File: config.mk
export PLATFORM = sky130hd
export DESIGN_NAME = dpram_stream_reader
export DESIGN_NICKNAME = d
export VERILOG_FILES = /design/src/rtl/dpram_stream_reader.sv
export SDC_FILE = /design/constraint.sdc
export NUM_CORES = 1
export LEC_CHECK = 0
export ABC_AREA = 1
export CORE_ASPECT_RATIO = 0.9
export CORE_MARGIN = 2
export CORE_UTILIZATION = 30
export CTS_BUF_LIST = sky130_fd_sc_hd__clkbuf_4
export CTS_CLUSTER_DIAMETER = 150
export DETAILED_ROUTE_END_ITERATION = 10
export MAX_ROUTING_LAYER = met4
export PLACE_DENSITY = 0.59
export SLEW_MARGIN = 15
export SYNTH_ARGS = -nofsm -noshare
export SYNTH_HDL_FRONTEND = slang
export SYNTH_SLANG_ARGS = --single-unit
File: constraint.sdc
create_clock -name clka -period 4.9 [get_ports clka]
set_input_delay 0.49 -clock clka [delete_from_list [all_inputs] [get_ports clka]]
set_output_delay 0.49 -clock clka [all_outputs]
set_load 0.02 [all_outputs]
File: src/rtl/dpram_stream_reader.sv
// Read-side sequencer for a dual-port BRAM: turns (addr, len) commands into BRAM reads
// and streams the returned words out over AXI-Stream, with a credit-managed output FIFO.
module dpram_stream_reader #(
    parameter  int unsigned DATA_WIDTH = 36,
    parameter  int unsigned RAM_DEPTH  = 1024,
    parameter  int unsigned RD_LATENCY = 2,
    parameter  int unsigned FIFO_DEPTH = 4,
    localparam int unsigned AW         = (RAM_DEPTH > 1) ? $clog2(RAM_DEPTH) : 1
) (
    input  logic                  clka,
    input  logic                  rstb,
    input  logic                  cmd_valid,
    output logic                  cmd_ready,
    input  logic [AW-1:0]         cmd_addr,
    input  logic [AW-1:0]         cmd_len,
    output logic [AW-1:0]         ram_addr,
    output logic                  ram_en,
    output logic                  ram_regce,
    output logic                  ram_rst,
    input  logic [DATA_WIDTH-1:0] ram_dout,
    output logic [DATA_WIDTH-1:0] m_tdata,
    output logic                  m_tvalid,
    input  logic                  m_tready,
    output logic                  m_tlast,
    output logic                  busy
);

    localparam int unsigned PW = (FIFO_DEPTH > 1) ? $clog2(FIFO_DEPTH) : 1;
    localparam int unsigned CW = $clog2(FIFO_DEPTH + RD_LATENCY + 1) + 1;
    localparam int unsigned RW = AW + 1;

    if (RD_LATENCY != 1 && RD_LATENCY != 2) begin : g_bad_latency
        $error("dpram_stream_reader: RD_LATENCY must be 1 or 2");
    end
    if (FIFO_DEPTH < RD_LATENCY + 1) begin : g_bad_depth
        $error("dpram_stream_reader: FIFO_DEPTH must be at least RD_LATENCY+1");
    end

    typedef enum logic [1:0] {
        ST_IDLE,
        ST_READ,
        ST_DRAIN
    } state_e;

    state_e                state_q, state_d;
    logic [AW-1:0]         addr_q, addr_d;
    logic [RW-1:0]         rem_q, rem_d;
    logic [RD_LATENCY-1:0] pv_q, pl_q;
    logic [CW-1:0]         inflight_q, inflight_d;
    logic [CW-1:0]         count_q, count_d;
    logic [CW-1:0]         occ;
    logic [PW-1:0]         wr_ptr_q, rd_ptr_q;
    logic [DATA_WIDTH-1:0] dmem_q [FIFO_DEPTH];
    logic [FIFO_DEPTH-1:0] lmem_q;

    logic credit_ok;
    logic issue;
    logic issue_last;
    logic fifo_wr;
    logic fifo_wr_last;
    logic pop;
    logic cmd_hs;

    function automatic logic [PW-1:0] ptr_inc(input logic [PW-1:0] p);
        return (p == PW'(FIFO_DEPTH - 1)) ? '0 : p + PW'(1);
    endfunction

    assign fifo_wr      = pv_q[RD_LATENCY-1];
    assign fifo_wr_last = pl_q[RD_LATENCY-1];
    assign m_tvalid     = (count_q != '0);
    assign pop          = m_tvalid && m_tready;
    assign m_tdata      = m_tvalid ? dmem_q[rd_ptr_q] : '0;
    assign m_tlast      = m_tvalid && lmem_q[rd_ptr_q];
    assign busy         = (state_q != ST_IDLE);

    // Occupancy counts reads still in the BRAM pipe plus words buffered, less this cycle's pop.
    assign occ       = inflight_q + count_q - CW'(pop);
    assign credit_ok = (occ < CW'(FIFO_DEPTH));

    assign ram_addr  = addr_q;
    assign ram_en    = issue;
    assign ram_regce = 1'b1;
    assign ram_rst   = rstb;

    always_comb begin
        state_d    = state_q;
        addr_d     = addr_q;
        rem_d      = rem_q;
        issue      = 1'b0;
        issue_last = 1'b0;
        cmd_ready  = (state_q == ST_IDLE) && !rstb;
        cmd_hs     = cmd_valid && cmd_ready;
        unique case (state_q)
            ST_IDLE: begin
                if (cmd_hs) begin
                    state_d = ST_READ;
                    addr_d  = cmd_addr;
                    rem_d   = {1'b0, cmd_len} + RW'(1);
                end
            end
            ST_READ: begin
                if (credit_ok) begin
                    issue      = 1'b1;
                    issue_last = (rem_q == RW'(1));
                    rem_d      = rem_q - RW'(1);
                    addr_d     = (addr_q == AW'(RAM_DEPTH - 1)) ? '0 : addr_q + AW'(1);
                    if (issue_last) begin
                        state_d = ST_DRAIN;
                    end
                end
            end
            ST_DRAIN: begin
                if (pop && m_tlast) begin
                    state_d = ST_IDLE;
                end
            end
            default: state_d = ST_IDLE;
        endcase
    end

    always_comb begin
        inflight_d = inflight_q + CW'(issue) - CW'(fifo_wr);
        count_d    = count_q + CW'(fifo_wr) - CW'(pop);
    end

    always_ff @(posedge clka) begin
        if (rstb) begin
            state_q    <= ST_IDLE;
            addr_q     <= '0;
            rem_q      <= '0;
            inflight_q <= '0;
            count_q    <= '0;
            wr_ptr_q   <= '0;
            rd_ptr_q   <= '0;
        end else begin
            state_q    <= state_d;
            addr_q     <= addr_d;
            rem_q      <= rem_d;
            inflight_q <= inflight_d;
            count_q    <= count_d;
            if (fifo_wr) begin
                wr_ptr_q <= ptr_inc(wr_ptr_q);
            end
            if (pop) begin
                rd_ptr_q <= ptr_inc(rd_ptr_q);
            end
        end
    end

    // The {valid,last} tag rides alongside the BRAM read so the FIFO knows when ram_dout is real.
    always_ff @(posedge clka) begin
        if (rstb) begin
            pv_q <= '0;
            pl_q <= '0;
        end else begin
            pv_q[0] <= issue;
            pl_q[0] <= issue_last;
            for (int unsigned i = 1; i < RD_LATENCY; i++) begin
                pv_q[i] <= pv_q[i-1];
                pl_q[i] <= pl_q[i-1];
            end
        end
    end

    always_ff @(posedge clka) begin
        if (fifo_wr) begin
            dmem_q[wr_ptr_q] <= ram_dout;
            lmem_q[wr_ptr_q] <= fifo_wr_last;
        end
    end

    a_fifo_bounded: assert property (@(posedge clka) disable iff (rstb)
        count_q <= CW'(FIFO_DEPTH));
    a_no_overflow: assert property (@(posedge clka) disable iff (rstb)
        !(fifo_wr && !pop && count_q == CW'(FIFO_DEPTH)));

endmodule
==> results.toml, run 1 <==
[pwr]
power.density_mw_per_mm2 = 522
fin_total_pwr_w = 0.00531
swShare = 0.421
cellLeakagePower_nw = 3.61
clkPwrFrac = 0.149
irDropWorstVdd_mv = 0.230
cellInternalPower_w = 0.00307
p_comb_frac = 0.477
p_sw_w = 0.00223
pwr-share-seq = 0.374

[placed_design]
io_buffers = 111
routabilityCongestion = 0.796
dp_hpwl_mm = 12.1

[routing]
drtPass1Iterations = 4
ant_nets = 0
via_per_inst = 4.59
drt_iter0_drc = 327
num_vias = 6051
postRouteWirelength_mm = 19.3
drc_errors = 0
wire_per_inst_um = 14.6

[status]
outcome = "finished, final reports clean"

[grt]
grt_pass1_vias = 5878
grt_use_total = 0.136
grt-ovfl-total = 0
grt_pass1_wl_mm = 30.7
grt_antenna_before_repair = 1
grt_max_degree = 73

[final_layout]
seq_area_mm2 = 0.00527
drive_gt1_frac = 0.0554
fillerInstances = 2792
final_nets = 1027
area_growth_pct = 20.4
multi_input_area_mm2 = 0.00276

[clock_network]
clk_latency_ns = 0.57
path_clk_slew_ns = 0.17
cts_buffers = 17
cts_hold_buffers = 0
clk_path_buf_depth = 2
post_cts_resized = 0
cts_htree_levels = 4
cts.root.buffer_cell = "clkbuf_4"
cts_tree = "built"
cts_sinks = 189
cts_setup_buffers = 0

[yosys]
netlist_area_mm2 = 0.00844
syn_area_per_cell_um2 = 10.0
synth_common_cells = "nor2_1 (186), edfxtp_1 (148), o21ai_0 (87)"
synth_area_leader_cell = "edfxtp_1"
synth.area.mux_share = 0
synth.distinct_cells = 38
synthTopCellsByArea = "edfxtp_1 (53%), dfxtp_1 (9.7%), nor2_1 (8.3%)"
synth_top_area_share = 0.526
synthSimpleGateAreaFrac = 0.164
syn_inst = 843
synth_edf_count = 148
ys_ff_latch = 189
synth_xor_area_frac = 0.0176
synthMostInstantiatedCell = "nor2_1"
synth_top_family_by_area = "simple AND/OR/NAND/NOR gates"
synth_ff_type = "edfxtp_1"
syn_nets = 926
yosys_warnings = 0
synth_compound_area_frac = 0.108
async_flop_share = 0
synthAdderAreaFrac = 0.0359
yosysSeqAreaShare = 0.624

[job]
maxCapViolations = 0

[sta]
max_freq_ghz = 0.277
tightest_slew_ns = 0.829
tns_ns = 0
period_share = 0.737
final_max_slew_viol_count = 0
rsz0062_at_grt = "false"
fin_crit_ns = 3.61
setup_viol = 0
hold_violations = 0
skew_ns = 0.0264
slew-limit-headroom = 0.447

[setup_path]
worst-r2r-cell-count = 17
crit_path_cell_trace = "inv_1 > ha_1 > nand2_1 > nand3_1 > ha_1 > nand2_1 > inv_1 > nand3_2 > nand2_1 > nand2_1 > nand2_1 > nand2_2 > nor2_1 > clkdlybuf4s50_1"
crit_slowest_cell = "clkdlybuf4s50_1"
end_kind = "primary output"
crit_top_cell = "nand2_1"
setup.worst_path.class = "reg -> out"
startpoint_type = "flip-flop"
r2r_start = "count_q[2]$_SDFF_PP0_"
reg2reg_slack_ns = 2.18
regToRegEndpoint = "inflight_q[1]$_SDFF_PP0_"
required_ns = 4.41
cp_max_fo = 4
worstPathArrival_ns = 3.12
cpPeakStageDelay_ns = 0.69

[floorplanning]
core.rowCount = 58
ioPinCount = 113
initial_core_util = 0.304
core_mm2 = 0.0278
die_w_um = 181
die_h_um = 163
die_area_mm2 = 0.0295

[hold_path]
hold_depth = 2
hold_end = "pv_q[1]$_SDFF_PP0_"
hp-start = "pv_q[0]$_SDFF_PP0_"
min_path_type = "reg -> reg"
[final cells by class]
cell class,instances,share of cell area
flip-flops and latches,189,0.518
clock buffers,18,0.0133
repair buffers,123,0.118
well taps,360,0.0443
diodes,1,0.000246
multi-input cells,553,0.271
clock inverters,14,0.0130
inverters,60,0.0221
[power by group through the flow]
stage               clock network (W)  registers [W]  logic, W
floorplan                           0        0.00202   0.00162
global placement                    0        0.00202   0.00254
detailed placement                  0        0.00202   0.00256
CTS                          0.000825        0.00198   0.00257
global route                 0.000892        0.00200   0.00283
finish                       0.000792        0.00198   0.00253
[per-stage QoR]
step | setup slack, ns | hold WS [ns] | std cells | utilization | area (um^2)
after floorplan | 2.20 | 0.388 | 843 | - | 8440
after global placement | 1.52 | 0.392 | 1285 | 0.356 | 9900
after detailed placement | 1.51 | 0.394 | 1285 | 0.356 | 9900
after CTS | 1.22 | 0.422 | 1317 | 0.366 | 10200
after global routing | 0.938 | 0.446 | 1318 | 0.366 | 10200
final | 1.29 | 0.424 | 1318 | 0.366 | 10200
[critical path, delay by kind of cell, from the launching register on]
family,cells,cell delay (ns)
fa+ha+maj,2,0.57
flops,1,0.34
simple gates,9,0.81
buf+inv,3,0.82
[registers in the layout, summed over array words and instances, names as in the netlist, named ones only]
signal / flops
lmem_q: 4
ram_addr: 10
rem_q: 11
dmem_q: 144
pl_q: 2
pv_q: 2
state_q: 2
rd_ptr_q: 2
inflight_q: 4
wr_ptr_q: 2
count_q: 4
[kinds of logic (layout without fill, tap and decap cells)]
logic type               after synthesis  after routing
AO/OA/AOI/OAI                        176            176
XOR/XNOR                              17             17
adder cells (fa/ha/maj)               23             23
buffers and inverters                101            215
flip-flops                           189            189
other                                  1              2
AND/OR/NAND/NOR                      336            336
[how the worst max path moves through the flow]
stage / start / to / slack, ns / cells after the start
2_1_floorplan: count_q[2]$_SDFF_PP0_ / inflight_q[1]$_SDFF_PP0_ / 2.20 / 17
3_3_place_gp: m_tready / ram_en / 1.52 / 12
3_5_place_dp: m_tready / ram_en / 1.51 / 12
4_1_cts: count_q[2]$_SDFF_PP0_ / ram_en / 1.22 / 14
5_1_grt: count_q[2]$_SDFF_PP0_ / ram_en / 0.94 / 14
6_report: count_q[2]$_SDFF_PP0_ / ram_en / 1.29 / 14
[layer usage]
metal,GRT usage,vias to the layer above,wire length [um]
met2,0.219,140,8820
met3,0.0337,11,1100
met4,0.0268,0,120
met1,0.175,2822,9210
met5,-,-,0
li1,-,3078,-
[cells in the final DEF, fill, tap and decap left out, types with 3 or more instances in the layout]
| master | Yosys | routed |
|---|---|---|
| o21ai_0 | 87 | 87 |
| clkinv_4 | 0 | 3 |
| xor2_1 | 12 | 12 |
| nand3_1 | 39 | 39 |
| inv_8 | 0 | 3 |
| edfxtp_1 | 148 | 148 |
| buf_4 | 2 | 12 |
| a31oi_1 | 4 | 4 |
| inv_6 | 0 | 3 |
| ha_1 | 21 | 21 |
| nor3_1 | 5 | 5 |
| dfxtp_1 | 41 | 40 |
| xnor2_1 | 5 | 5 |
| nand3b_1 | 3 | 3 |
| nand4_1 | 11 | 11 |
| inv_1 | 56 | 56 |
| nor2_1 | 186 | 186 |
| nand2_1 | 85 | 85 |
| a21oi_1 | 73 | 73 |
| clkbuf_4 | 0 | 18 |
| clkdlybuf4s50_1 | 0 | 111 |
| clkinv_1 | 2 | 3 |
Power figures use the tool's default switching activity.
==> run 2, diff against run 1 <==
Clock period 4.9 ns to 3.8 ns, I/O delays scaled along.
==> results.toml, run 2 (synthesized netlist as in run 1, its figures left out) <==
[sta]
tightest_slew_ns = 0.913
skew_ns = 0.0287
setup_viol = 0
max_freq_ghz = 0.307
period_share = 0.857
setup_ws_ns = 0.542
slew-limit-headroom = 0.391
final_max_slew_viol_count = 0
rsz0062_at_grt = "false"
hold_violations = 0
fin_crit_ns = 3.26
tns_ns = 0

[clock_network]
cts_htree_levels = 4
cts_hold_buffers = 0
cts_tree = "built"
clk_path_buf_depth = 2
cts.root.buffer_cell = "clkbuf_4"
cts_setup_buffers = 0
cts_sinks = 189
clk_latency_ns = 0.60
path_clk_slew_ns = 0.18
cts_buffers = 17
post_cts_resized = 0

[job]
maxCapViolations = 0

[routing]
drc_errors = 0
drt_iter0_drc = 344
postRouteWirelength_mm = 19.4
ant_nets = 0
drtPass1Iterations = 4
num_vias = 6146
via_per_inst = 4.65
wire_per_inst_um = 14.7

[setup_path]
required_ns = 3.42
cp_max_fo = 37
worstPathArrival_ns = 2.88
startpoint_type = "flip-flop"
end_kind = "primary output"
setup.worst_path.class = "reg -> out"

[floorplanning]
die_w_um = 181
ioPinCount = 113
die_area_mm2 = 0.0295
initial_core_util = 0.304
die_h_um = 163
core_mm2 = 0.0278
core.rowCount = 58

[grt]
grt-ovfl-total = 0
grt_pass1_wl_mm = 31.3
grt_max_degree = 73
grt_use_total = 0.139
grt_pass1_vias = 6048
grt_antenna_before_repair = 2

[placed_design]
place_ws_ns = 0.629
io_buffers = 111
placed_cells = 1288
routabilityCongestion = 0.817
dp_hpwl_mm = 12.2

[final_layout]
multi_input_area_mm2 = 0.00276
seq_area_mm2 = 0.00527
final_nets = 1030
area_growth_pct = 21.2
drive_gt1_frac = 0.0583
regMostFlops = "dmem_q"
largest_register_ffs = 144
final_common_cell = "nor2_1"
mostFrequentLayoutCells = "nor2_1 (186), edfxtp_1 (148), clkdlybuf4s50_1 (110), o21ai_0 (87), nand2_1 (85)"
stdcell_count = 1322
fillerInstances = 2762

[pwr]
irDropWorstVdd_mv = 0.256
cellLeakagePower_nw = 3.66
power.density_mw_per_mm2 = 678

[status]
outcome = "finished, final reports clean"

[hold_path]
min_path_type = "in -> reg"
[run 2: worst max-delay path, cell delays in order (launching register included)]
cell and delay, ns:
dfxtp_1 0.33, inv_1 0.09, ha_1 0.18, nand3_1 0.20
inv_2 0.67, a21oi_1 0.20, clkdlybuf4s50_1 0.60
[run 2: power by group]
part           internal [W]  switching [W]  leakage, nW
Combinational       0.00127        0.00199         1.83
Sequential          0.00240       0.000166         1.67
Clock              0.000308       0.000805        0.155
Total               0.00398        0.00296         3.66
[run 2: final timing paths]
path                         startpoint                        to  slack [ns]  cells after the start
setup / recovery  count_q[2]$_SDFF_PP0_               m_tdata[32]        0.54                      6
hold / removal             ram_dout[14]   dmem_q[1][14]$_DFFE_PP_        0.40                      1
setup reg to reg  count_q[2]$_SDFF_PP0_  inflight_q[1]$_SDFF_PP0_        1.08                     17
hold reg to reg      pv_q[0]$_SDFF_PP0_        pv_q[1]$_SDFF_PP0_        0.41                      2
[run 2: metal layers]
layer,track usage,part of all wire
met1,0.177,0.48
met2,0.225,0.46
met5,-,0
met3,0.0343,0.061
met4,0.0319,0.0065
[run 2: metrics by stage]
stage          hold WS [ns]  area [um^2]   util  total power, W
2_1_floorplan         0.388         8440      -         0.00469
3_3_place_gp          0.390         9930  0.357         0.00588
3_5_place_dp          0.392         9930  0.357         0.00590
4_1_cts               0.346        10200  0.368         0.00702
5_1_grt               0.344        10200  0.368         0.00746
6_report              0.399        10200  0.368         0.00694
[run 2: cell type report]
cell class                 count  share of cell area
clock buffer                  17              0.0125
clock inverter                15              0.0164
sequential                   189               0.514
inverter                      60              0.0220
multi-input combinational    553               0.269
tap                          360              0.0440
timing repair buffer         126               0.121
antenna                        2            0.000489
